`src/rtl/mem_pkg.sv`:
```
// Shared definitions for the data-RAM port arbiter: FSM states and the
// hardware-owned status slot map at the bottom of the RAM.
package mem_pkg;

  typedef enum logic [1:0] {
    IDLE  = 2'd0,
    WAIT  = 2'd1,
    ACK   = 2'd2,
    RDATA = 2'd3
  } arb_state_t;

  localparam int NEWGAME_ADDR  = 0;
  localparam int DISTANCE_ADDR = 1;
  localparam int GOACT_ADDR    = 2;

  // Everything up to and including the last status slot is hardware-owned.
  localparam int RESERVED_TOP_DEF = GOACT_ADDR + 1;

  function automatic int starve_width(input int limit);
    return $clog2(limit + 1);
  endfunction

endpackage

```
`src/rtl/ram_port_arbiter.sv`:
```
// Shares the single data-RAM port between the CPU memory stage (priority) and
// one peripheral master, with a starvation counter that forces a peripheral slot.
module ram_port_arbiter
  import mem_pkg::*;
#(
  parameter int DATA_WIDTH    = 32,
  parameter int ADDRESS_WIDTH = 12,
  parameter int STARVE_LIMIT  = 4,
  parameter int RESERVED_TOP  = RESERVED_TOP_DEF
) (
  input  logic                     clk,
  input  logic                     reset,
  input  logic                     cpu_req,
  input  logic                     cpu_we,
  input  logic [ADDRESS_WIDTH-1:0] cpu_addr,
  input  logic [DATA_WIDTH-1:0]    cpu_wdata,
  output logic [DATA_WIDTH-1:0]    cpu_rdata,
  output logic                     cpu_stall,
  input  logic                     p_req,
  input  logic                     p_we,
  input  logic [ADDRESS_WIDTH-1:0] p_addr,
  input  logic [DATA_WIDTH-1:0]    p_wdata,
  output logic                     p_ack,
  output logic [DATA_WIDTH-1:0]    p_rdata,
  output logic                     p_err,
  output logic                     ram_wEn,
  output logic [ADDRESS_WIDTH-1:0] ram_addr,
  output logic [DATA_WIDTH-1:0]    ram_dataIn,
  input  logic [DATA_WIDTH-1:0]    ram_dataOut
);

  localparam int CW = starve_width(STARVE_LIMIT);
  localparam logic [CW-1:0]            LIMIT = CW'(STARVE_LIMIT);
  localparam logic [ADDRESS_WIDTH-1:0] RSV   = ADDRESS_WIDTH'(RESERVED_TOP);

  arb_state_t            state;
  logic [CW-1:0]         starve_cnt;
  logic [DATA_WIDTH-1:0] p_rdata_q;

  logic p_rej;
  logic p_grant;
  logic cpu_grant;

  assign p_rej = p_we && (p_addr < RSV);

  // Peripheral is only considered in IDLE/WAIT; ACK/RDATA always belong to the CPU.
  always_comb begin
    p_grant   = 1'b0;
    cpu_stall = 1'b0;
    unique case (state)
      IDLE: p_grant = p_req && !cpu_req;
      WAIT: begin
        if (p_req) begin
          if (!cpu_req) begin
            p_grant = 1'b1;
          end else if (starve_cnt == LIMIT) begin
            p_grant   = 1'b1;
            cpu_stall = 1'b1;
          end
        end
      end
      ACK:   ;
      RDATA: ;
    endcase
  end

  // A forced peripheral slot always stalls the CPU, so the two grants are exclusive.
  assign cpu_grant = cpu_req && !p_grant;

  always_comb begin
    ram_addr   = cpu_addr;
    ram_dataIn = cpu_wdata;
    ram_wEn    = cpu_grant && cpu_we;
    if (p_grant) begin
      ram_addr   = p_addr;
      ram_dataIn = p_wdata;
      ram_wEn    = p_we && !p_rej;
    end
  end

  assign cpu_rdata = ram_dataOut;
  // The RAM output is the peripheral's read word during RDATA; hold it afterwards.
  assign p_rdata   = (state == RDATA) ? ram_dataOut : p_rdata_q;

  always_ff @(posedge clk) begin
    if (reset) begin
      state      <= IDLE;
      starve_cnt <= '0;
      p_ack      <= 1'b0;
      p_err      <= 1'b0;
      p_rdata_q  <= '0;
    end else begin
      p_ack <= 1'b0;
      p_err <= 1'b0;
      if (state == RDATA) p_rdata_q <= ram_dataOut;
      unique case (state)
        IDLE, WAIT: begin
          if (p_grant) begin
            state      <= p_we ? ACK : RDATA;
            starve_cnt <= '0;
            p_ack      <= 1'b1;
            p_err      <= p_rej;
          end else if (p_req) begin
            state      <= WAIT;
            starve_cnt <= (state == IDLE) ? CW'(1) : starve_cnt + CW'(1);
          end else begin
            state      <= IDLE;
            starve_cnt <= '0;
          end
        end
        ACK, RDATA: state <= IDLE;
      endcase
    end
  end

endmodule

```
`config.mk`:
```
export PLATFORM = sky130hd
export DESIGN_NAME = ram_port_arbiter
export DESIGN_NICKNAME = d
export VERILOG_FILES = /design/src/rtl/mem_pkg.sv /design/src/rtl/ram_port_arbiter.sv
export SDC_FILE = /design/constraint.sdc
export NUM_CORES = 1
export LEC_CHECK = 0
export ABC_AREA = 0
export BUFFER_PORTS_ARGS = -buffer_cell sky130_fd_sc_hd__buf_2
export CAP_MARGIN = 20
export CORE_AREA = 2 2 91 93
export DETAILED_ROUTE_END_ITERATION = 16
export DIE_AREA = 0 0 93 95
export GPL_TIMING_DRIVEN = 0
export PLACE_DENSITY = 0.75
export SLEW_MARGIN = 40
export SYNTH_ARGS = -nofsm -noshare
export SYNTH_HDL_FRONTEND = slang
export SYNTH_SLANG_ARGS = --single-unit
```
`constraint.sdc`:
```
create_clock -name clk -period 3.8 [get_ports clk]
set_input_delay 0.57 -clock clk [delete_from_list [all_inputs] [get_ports clk]]
set_output_delay 0.57 -clock clk [all_outputs]
set_load 0.005 [all_outputs]
```
# After elaboration in Yosys (flattened, before gate mapping)
# Index checks and enable logic that the tools add are counted.
op_classes:
  multipliers: 0
  reduce_logical: 13
  n_addsub: 1
  mux: 19
  bitwise_logic: 2
  magnitude_cmp: 1
  n_shift: 0
  eq_ne: 4
  n_div: 0
op_table:
  columns: ["cell", "count"]
  rows:
  - ["$mux W32", 2]
  - ["$lt A12 B2 Y1 const B", 1]
  - ["$mux W12", 1]
  - ["$mux W1", 10]
  - ["$mux W3", 3]
  - ["$reduce_or A2 Y1", 3]
  - ["$logic_and A1 B1 Y1", 5]
  - ["$eq A2 B2 Y1 const B", 2]
  - ["$pmux W2 S2", 1]
  - ["$add A3 B1 Y3 const B", 1]
  - ["$eq A3 B3 Y1 const B", 1]
  - ["$logic_not A1 Y1", 3]
  - ["$reduce_or A3 Y1", 1]
  - ["$eq A2 B1 Y1 const B", 1]
  - ["$logic_not A2 Y1", 1]
  - ["$mux W2", 1]
  - ["$not A1 Y1", 2]
  - ["$pmux W1 S2", 1]
word_totals:
  ram_bits: 0
  register_bits: 39
  in_bits: 126
  latch_bits: 0
  mem_bits_ro: 0
  mem_count: 0

# Depth between registers and ports, before layout
# Gate-level depths: netlist of run 1.
logic_depth:
  depth_word: 9
  depth_mapped: 7

# Worst setup path after synthesis of run 1
# No wires, ideal clock.
synth_timing:
  path_type: "register to output"
  from: "reg starve_cnt[0]"
  to: "out ram_addr[0]"
  t_arrival_ps: 1519
  n_path_buf: 2
  path_stages_with_launch: 8
  t_required_ps: 3230
  slack_ps: 1711
  path_cell_list: "dfxtp_1 inv_1 ha_1 nand3_1 a21oi_2 buf_4 buf_6 mux2_1"
synth_between:
  elab_chain_len: 6
synth_lines:
  columns: ["item", "line", "source"]
  rows:
  - ["start, declared", "ram_port_arbiter.sv:37", "logic [CW-1:0] starve_cnt;"]
  - ["start signal, assigned", "ram_port_arbiter.sv:105", "starve_cnt <= (state == IDLE) ? CW'(1) : starve_cnt + CW'(1);"]
  - ["$eq A3 B3 Y1", "ram_port_arbiter.sv:56", "end else if (starve_cnt == LIMIT) begin"]
  - ["$mux W1", "ram_port_arbiter.sv:56", null]
  - ["$mux W1", "ram_port_arbiter.sv:54", "if (!cpu_req) begin"]
  - ["$mux W1", "ram_port_arbiter.sv:53", "if (p_req) begin"]
  - ["$pmux W1 S2", "ram_port_arbiter.sv:50", "unique case (state)"]
  - ["$mux W12", "ram_port_arbiter.sv:74", "if (p_grant) begin"]
  - ["end, declared", "ram_port_arbiter.sv:27", "output logic [ADDRESS_WIDTH-1:0] ram_addr,"]
# Every way passes these cells.

# Worst setup path in the final report of run 1
layout_timing:
  from: "reg starve_cnt[0]"
  to: "out ram_addr[7]"
# Same word-level chain as after synthesis.

==> summary.md, run 1 <==
| Metric | Value |
|---|---|
| Area grow syn2layout | 58.9% |
| CP required | about 3.2 ns |
| Crit-path max FO | 10 |
| RR Endpoint | p_err$_SDFF_PP0_ |
| Largest net degree at the start of global routing | 13 |
| Internal reg-to-reg setup slack | 2.15 ns |
| Min Tclk post-route | 2.72 ns |
| Final Cycle Share | 71.6% |
| Cell area after synthesis | 2370 sq um |
| Die Height | 95 um |
| Global-route wire length before repair | 11000 um |
| CTS tree | yes |
| Status | finished clean |
| Setup_tns | 0 ns |
| Slew @ Worst Pin | 0.512 ns |
| Cts hold-fix bufs | 0 |
| Syn Area/Cell | 10.4 sq um |
| # placed instances | 569 |
| Fin nets | 599 |
| # diodes | 0 |
| Vias per cell | 4.36 |
| Worst skew pair latency | 0.29 ns |
| Max Buffers Root-to-Sink | 2 |
| R2R cell count | 7 |
| Ports | 238 |
| Die Area | 8840 sq um |
| Initial Utilization | 30.0% |
| Max Slew Vio Count | 0 |
| Clk_skew | between 0.006 and 0.007 ns |
| Reg2reg start | starve_cnt[0]$_SDFFE_PP0N_ |
| Worst setup path class | reg -> out |
| # setup viols final | 0 |
| GRT Util Overall | 15.8% |
| CTS H-tree depth | 2 |
| Leakage | 2.04 nW |
| Worst hold path class | reg -> reg |
| CP Capture Point | ram_addr[7] |
| Final ANT Viol Nets | 0 |
| PortBufs | around 240 |
| Synthesis-stage register bit count | 39 |
| Final Core Density | 47.6% |
| Setup Fix Bufs, Post-CTS | 0 |
| Critical path endpoint category | primary output |
| Seq/Total Area, Yosys | 32.9% |
| Pwr Density | about 250 nW/um^2 |
| Post-Synthesis Cells | approximately 230 |
| Detailed Route WL | between 7000 and 8000 um |
| Kind of start point of the critical path | flip-flop |
| Clock root buffer | clkbuf_8 |
| Final hold slack | 0.493 ns |
| Antenna violations before repair | 0 |
| Total CTS buffers | 5 |
| F_max | roughly 370 MHz |
| Filler cells | 801 |
| Syn_nets | 356 |
| Clk pin slew, worst setup/hold paths | 0.07 ns |
| Layout cell share with drive strength beyond 1 | a little under three quarters |
| Drt pass-1 iters | 4 |
| Max IR drop VDD | about 130 uV |
| Routability cong. | 0.785 |
| CTS sink cnt | 39 |
| Rel. slew slack | 65.9% |
| Final Hold Viols | 0 |
| Die Wd | 93 um |
| Cell Rows | 33 |
| Setup crit start | starve_cnt[0]$_SDFFE_PP0N_ |
| Synth unique cells | 25 |
| Non-Filler Instances | 577 |
| Iter 0 DRT Violations | 31 |
| DP HPWL | approximately 6500 um |
| GRT overflow | 0 |
| Routed len/inst | 13.0 um |
| Total vias in the final route | 2517 |
| Cts repair resizes | 0 |
| Crit path DAT | ~2.2 ns |
| Number of remaining DRC errors | 0 |
| Synthesis warning total | 0 |
| RSZ-0062 raised after global routing | false |
| Max-cap violations | 0 |
| Vias in the first global route | 2239 |
| Core area | 7930 sq um |
## cell usage in the layout, fill, tap and decap left out, types with 4 or more instances in the layout
cell type	n
dfxtp_1	39
buf_2	241
buf_4	33
mux2_1	22
clkbuf_1	5
a21oi_1	4
nand2_1	5
clkbuf_8	5
mux2_2	54
nor2b_1	36
## power breakdown
part | total [mW] | internal [mW] | switching, mW | leakage [nW]
clock network | 0.271 | 0.128 | 0.143 | 0.0412
registers | 0.416 | 0.413 | 0.00250 | 0.315
logic | 0.249 | 0.151 | 0.0978 | 1.69
## registers in the layout, indices dropped and copies added (netlist names)
| signal | count |
|---|---|
| p_rdata_q | 32 |
| starve_cnt | 3 |
| state | 2 |
| p_ack | 1 |
| p_err | 1 |
## worst min path at each step
stage / slack, ns / cells past startpoint / start / endpoint
2_1_floorplan: 0.47 / 2 / starve_cnt[0]$_SDFFE_PP0N_ / starve_cnt[0]$_SDFFE_PP0N_
3_3_place_gp: 0.48 / 2 / starve_cnt[0]$_SDFFE_PP0N_ / starve_cnt[0]$_SDFFE_PP0N_
3_5_place_dp: 0.49 / 2 / starve_cnt[0]$_SDFFE_PP0N_ / starve_cnt[0]$_SDFFE_PP0N_
4_1_cts: 0.50 / 2 / starve_cnt[0]$_SDFFE_PP0N_ / starve_cnt[0]$_SDFFE_PP0N_
5_1_grt: 0.53 / 2 / starve_cnt[0]$_SDFFE_PP0N_ / starve_cnt[0]$_SDFFE_PP0N_
6_report: 0.49 / 2 / starve_cnt[0]$_SDFFE_PP0N_ / starve_cnt[0]$_SDFFE_PP0N_
## metal layers
layer	track usage [%]	routed length (um)	vias up	part of all wire, %
met5	0	0	-	0
met4	5.64	159	0	2.1
met3	3.91	662	11	8.8
met2	28.5	3800	147	50
met1	18.2	2910	1126	39
li1	-	-	1233	-
## kinds of logic after synthesis
logic type / Yosys count / share of synthesized area, %
flip-flops: 39 / 32.9
buffers and inverters: 47 / 13.5
AND/OR/NAND/NOR: 55 / 14.0
multiplexers: 76 / 36.0
AO/OA/AOI/OAI: 9 / 2.53
adder cells (fa/ha/maj): 2 / 1.05
## synth_stat cells
cell type | n | area, sq um
nor3_1 | 2 | 10.0
ha_1 | 2 | 25.0
mux2_2 | 54 | 608
nand4_1 | 1 | 6.26
mux2_1 | 22 | 248
buf_2 | 5 | 25.0
a32oi_1 | 1 | 8.76
a31oi_1 | 1 | 6.26
nand2b_1 | 2 | 12.5
a211oi_1 | 1 | 7.51
nand3_1 | 2 | 10.0
nor4b_2 | 1 | 15.0
buf_4 | 33 | 248
a21oi_2 | 1 | 8.76
and4b_1 | 1 | 10.0
nor2b_1 | 36 | 225
buf_6 | 2 | 22.5
nor4_1 | 2 | 12.5
dfxtp_1 | 39 | 781
inv_1 | 3 | 11.3
nor2_1 | 3 | 11.3
nand2_1 | 5 | 18.8
a21oi_1 | 4 | 20.0
clkbuf_1 | 4 | 15.0
o2bb2ai_1 | 1 | 8.76
## critical path, stage by stage (launching register included)
cell and delay [ns]:
dfxtp_1 0.34, inv_1 0.07, ha_1 0.19, nand3_1 0.17, a21oi_2 0.22, buf_4 0.22, buf_6 0.17, mux2_1 0.35
buf_2 0.14
## area by class of cell
| type | instances | area (sq um) | area share, % |
|---|---|---|---|
| well taps | 105 | 131 | 3.48 |
| multi-input cells | 142 | 1270 | 33.7 |
| flip-flops and latches | 39 | 781 | 20.7 |
| repair buffers | 236 | 1180 | 31.3 |
| clock inverters | 2 | 12.5 | 0.332 |
| clock buffers | 6 | 72.6 | 1.92 |
| plain buffers | 44 | 310 | 8.23 |
| inverters | 3 | 11.3 | 0.299 |
## stage by stage
stage | setup WS, ns | instance area, sq um | total power, mW
2_1_floorplan | 1.71 | 2370 | 0.534
3_3_place_gp | 1.39 | 3690 | 0.672
3_5_place_dp | 1.38 | 3690 | 0.676
4_1_cts | 1.04 | 3770 | 0.956
5_1_grt | 0.916 | 3770 | 0.997
6_report | 1.08 | 3770 | 0.935
Note: power is estimated with default switching activity, not from simulation.
==> run 2: changes to the inputs <==
--- a/config.mk
+++ b/config.mk
@@ -8,11 +8,11 @@
 export ABC_AREA = 0
 export BUFFER_PORTS_ARGS = -buffer_cell sky130_fd_sc_hd__buf_2
 export CAP_MARGIN = 20
-export CORE_AREA = 2 2 91 93
+export CORE_AREA = 2 2 92 94
 export DETAILED_ROUTE_END_ITERATION = 16
-export DIE_AREA = 0 0 93 95
+export DIE_AREA = 0 0 94 96
 export GPL_TIMING_DRIVEN = 0
-export PLACE_DENSITY = 0.75
+export PLACE_DENSITY = 0.74
 export SLEW_MARGIN = 40
 export SYNTH_ARGS = -nofsm -noshare
 export SYNTH_HDL_FRONTEND = slang
==> constraint.sdc (replaced) <==
create_clock -name clk -period 2.6 [get_ports clk]
set_input_delay 0.39 -clock clk [delete_from_list [all_inputs] [get_ports clk]]
set_output_delay 0.39 -clock clk [all_outputs]
set_load 0.005 [all_outputs]
==> run 2 against run 1 <==
Against the previous run: final cell count up 0.17%; total power up 45%; sequential cell count unchanged; wire length down 4.2%; first-iteration DRC count down 42%; worst hold slack worse by 0.093 ns; worst setup slack worse by 0.93 ns; sequential power up 46%; clock-buffer cell count up 1; critical endpoint is now ram_addr[3]; highest routed layer unchanged.
==> summary.md, run 2 (synthesis results as in run 1) <==
| Metric | Value |
|---|---|
| Non-Filler Instances | 578 |
| Global-route wire length before repair | 10200 um |
| RSZ-0062 raised after global routing | false |
| Internal reg-to-reg setup slack | 1.03 ns |
| Final ANT Viol Nets | 0 |
| Fin nets | 600 |
| Met2 Wirelength | 3800 um |
| Routability cong. | 0.810 |
| Detailed Route WL | 7220 um |
| GRT Util Overall | 14.3% |
| Biggest register | p_rdata_q |
| Cts hold-fix bufs | 0 |
| Worst setup path class | reg -> out |
| Layout cell share with drive strength beyond 1 | between 70% and 80% |
| Cell Rows | 33 |
| Vias in the first global route | around 2200 |
| Drt pass-1 iters | 4 |
| Final Hold Viols | 0 |
| M1 WL | between 2000 and 3000 um |
| Core area | 8050 sq um |
| Min Tclk post-route | 2.45 ns |
| CTS tree | yes |
| Iter 0 DRT Violations | 18 |
| Clk_skew | 0.00880 ns |
| Area grow syn2layout | 59.3% |
| Total vias in the final route | 2482 |
| Slew @ Worst Pin | 0.513 ns |
| CP required | 2.21 ns |
| Ports | 238 |
| Critical path endpoint category | primary output |
| Max-cap violations | 0 |
| Kind of start point of the critical path | flip-flop |
| Final Cycle Share | 94.3% |
| Leakage | roughly 2.0 nW |
| Antenna violations before repair | 0 |
| # placed instances | 569 |
| CTS sink cnt | 39 |
| Routed len/inst | 12.5 um |
| Max Slew Vio Count | 0 |
| Rel. slew slack | approximately 66% |
| Worst skew pair latency | 0.28 ns |
| Pwr Density | around 360 nW/um^2 |
| Status | finished clean |
| DP HPWL | slightly above 6000 um |
| Max IR drop VDD | 163 uV |
| # setup viols final | 0 |
| Clk pin slew, worst setup/hold paths | approximately 0.08 ns |
| Vias per cell | 4.29 |
| Max Buffers Root-to-Sink | 2 |
| Crit-path max FO | 10 |
| Largest net degree at the start of global routing | 12 |
| Highest Signal Layer | met4 |
| Most common cell after layout, fill and taps aside | buf_2 |
| Die Height | roughly 96 um |
| PortBufs | 236 |
| Filler cells | 823 |
| Worst hold path class | in -> reg |
| # diodes | 0 |
| Setup_tns | 0 ns |
| Initial Utilization | 29.5% |
| Die Wd | 94 um |
| Clock root buffer | clkbuf_8 |
| F_max | 408 MHz |
| Die Area | 9020 sq um |
| Commonest non-fill, non-tap cells in the layout | buf_2 (240), mux2_2 (54), dfxtp_1 (39), nor2b_1 (36), buf_4 (34) |
| Crit path DAT | 2.06 ns |
| Number of remaining DRC errors | 0 |
| Largest regs | p_rdata_q x32, starve_cnt x3, state x2 |
| Largest register FFs | 32 |
| Total CTS buffers | 5 |
| GRT overflow | 0 |
| CTS H-tree depth | 2 |
| Met3 wire length | 624 um |
==> run 2: cell count changes in the layout (fill, tap and decap cells not counted), sizes merged <==
| cell | delta |
|---|---|
| clkinvlp | -1 |
| clkbuf | +2 |
==> run 2: worst paths after layout <==
path	startpoint	end	cells past startpoint
worst max register to register	starve_cnt[0]$_SDFFE_PP0N_	p_err$_SDFF_PP0_	7
worst max-delay path	starve_cnt[0]$_SDFFE_PP0N_	ram_addr[3]	8
worst min register to register	starve_cnt[0]$_SDFFE_PP0N_	starve_cnt[0]$_SDFFE_PP0N_	2
worst min-delay path	p_we	p_err$_SDFF_PP0_	3
==> run 2: power by group <==
| group | switching [mW] | leakage, nW | internal (mW) |
|---|---|---|---|
| Sequential | 0.00375 | 0.315 | 0.604 |
| Combinational | 0.140 | 1.69 | 0.222 |
| Clock | 0.201 | 0.0422 | 0.188 |
==> run 2: metrics by stage <==
step	setup slack, ns	utilization, %	total power, mW	hold slack, ns	area [sq um]
finish	0.147	47.0	1.36	0.401	3780
detailed placement	0.364	45.8	0.985	0.491	3690
global placement	0.379	45.8	0.979	0.478	3690
global route	0.0373	47.0	1.45	0.396	3780
floorplan	0.691	-	0.781	0.467	2370
CTS	0.0175	46.8	1.39	0.388	3770
==> run 2: final cells by class <==
type	count	area (sq um)	area share, %
clock inverters	1	5.00	0.132
multi-input cells	142	1280	33.8
flip-flops and latches	39	781	20.6
plain buffers	44	313	8.27
clock buffers	7	76.3	2.02
inverters	3	11.3	0.298
repair buffers	237	1190	31.4
well taps	105	131	3.47
==> run 2: worst max-delay path, cell delays in order (launching register included) <==
cell     delay, ns
dfxtp_1       0.34
inv_1         0.07
ha_1          0.19
nand3_2       0.14
a21oi_2       0.17
buf_4         0.21
buf_6         0.17
mux2_1        0.35
buf_2         0.14
==> run 2: layer usage <==
metal	up-vias	GRT usage, %
met5	-	0
met4	0	3.99
met3	9	3.45
met2	135	27.4
met1	1105	15.7
li1	1233	-
==> run 2: timing repair <==
action	in CTS	in global routing
resized for setup	0	2
setup buffers	0	1
setup endpoints to repair	0	24
hold endpoints to repair	0	0
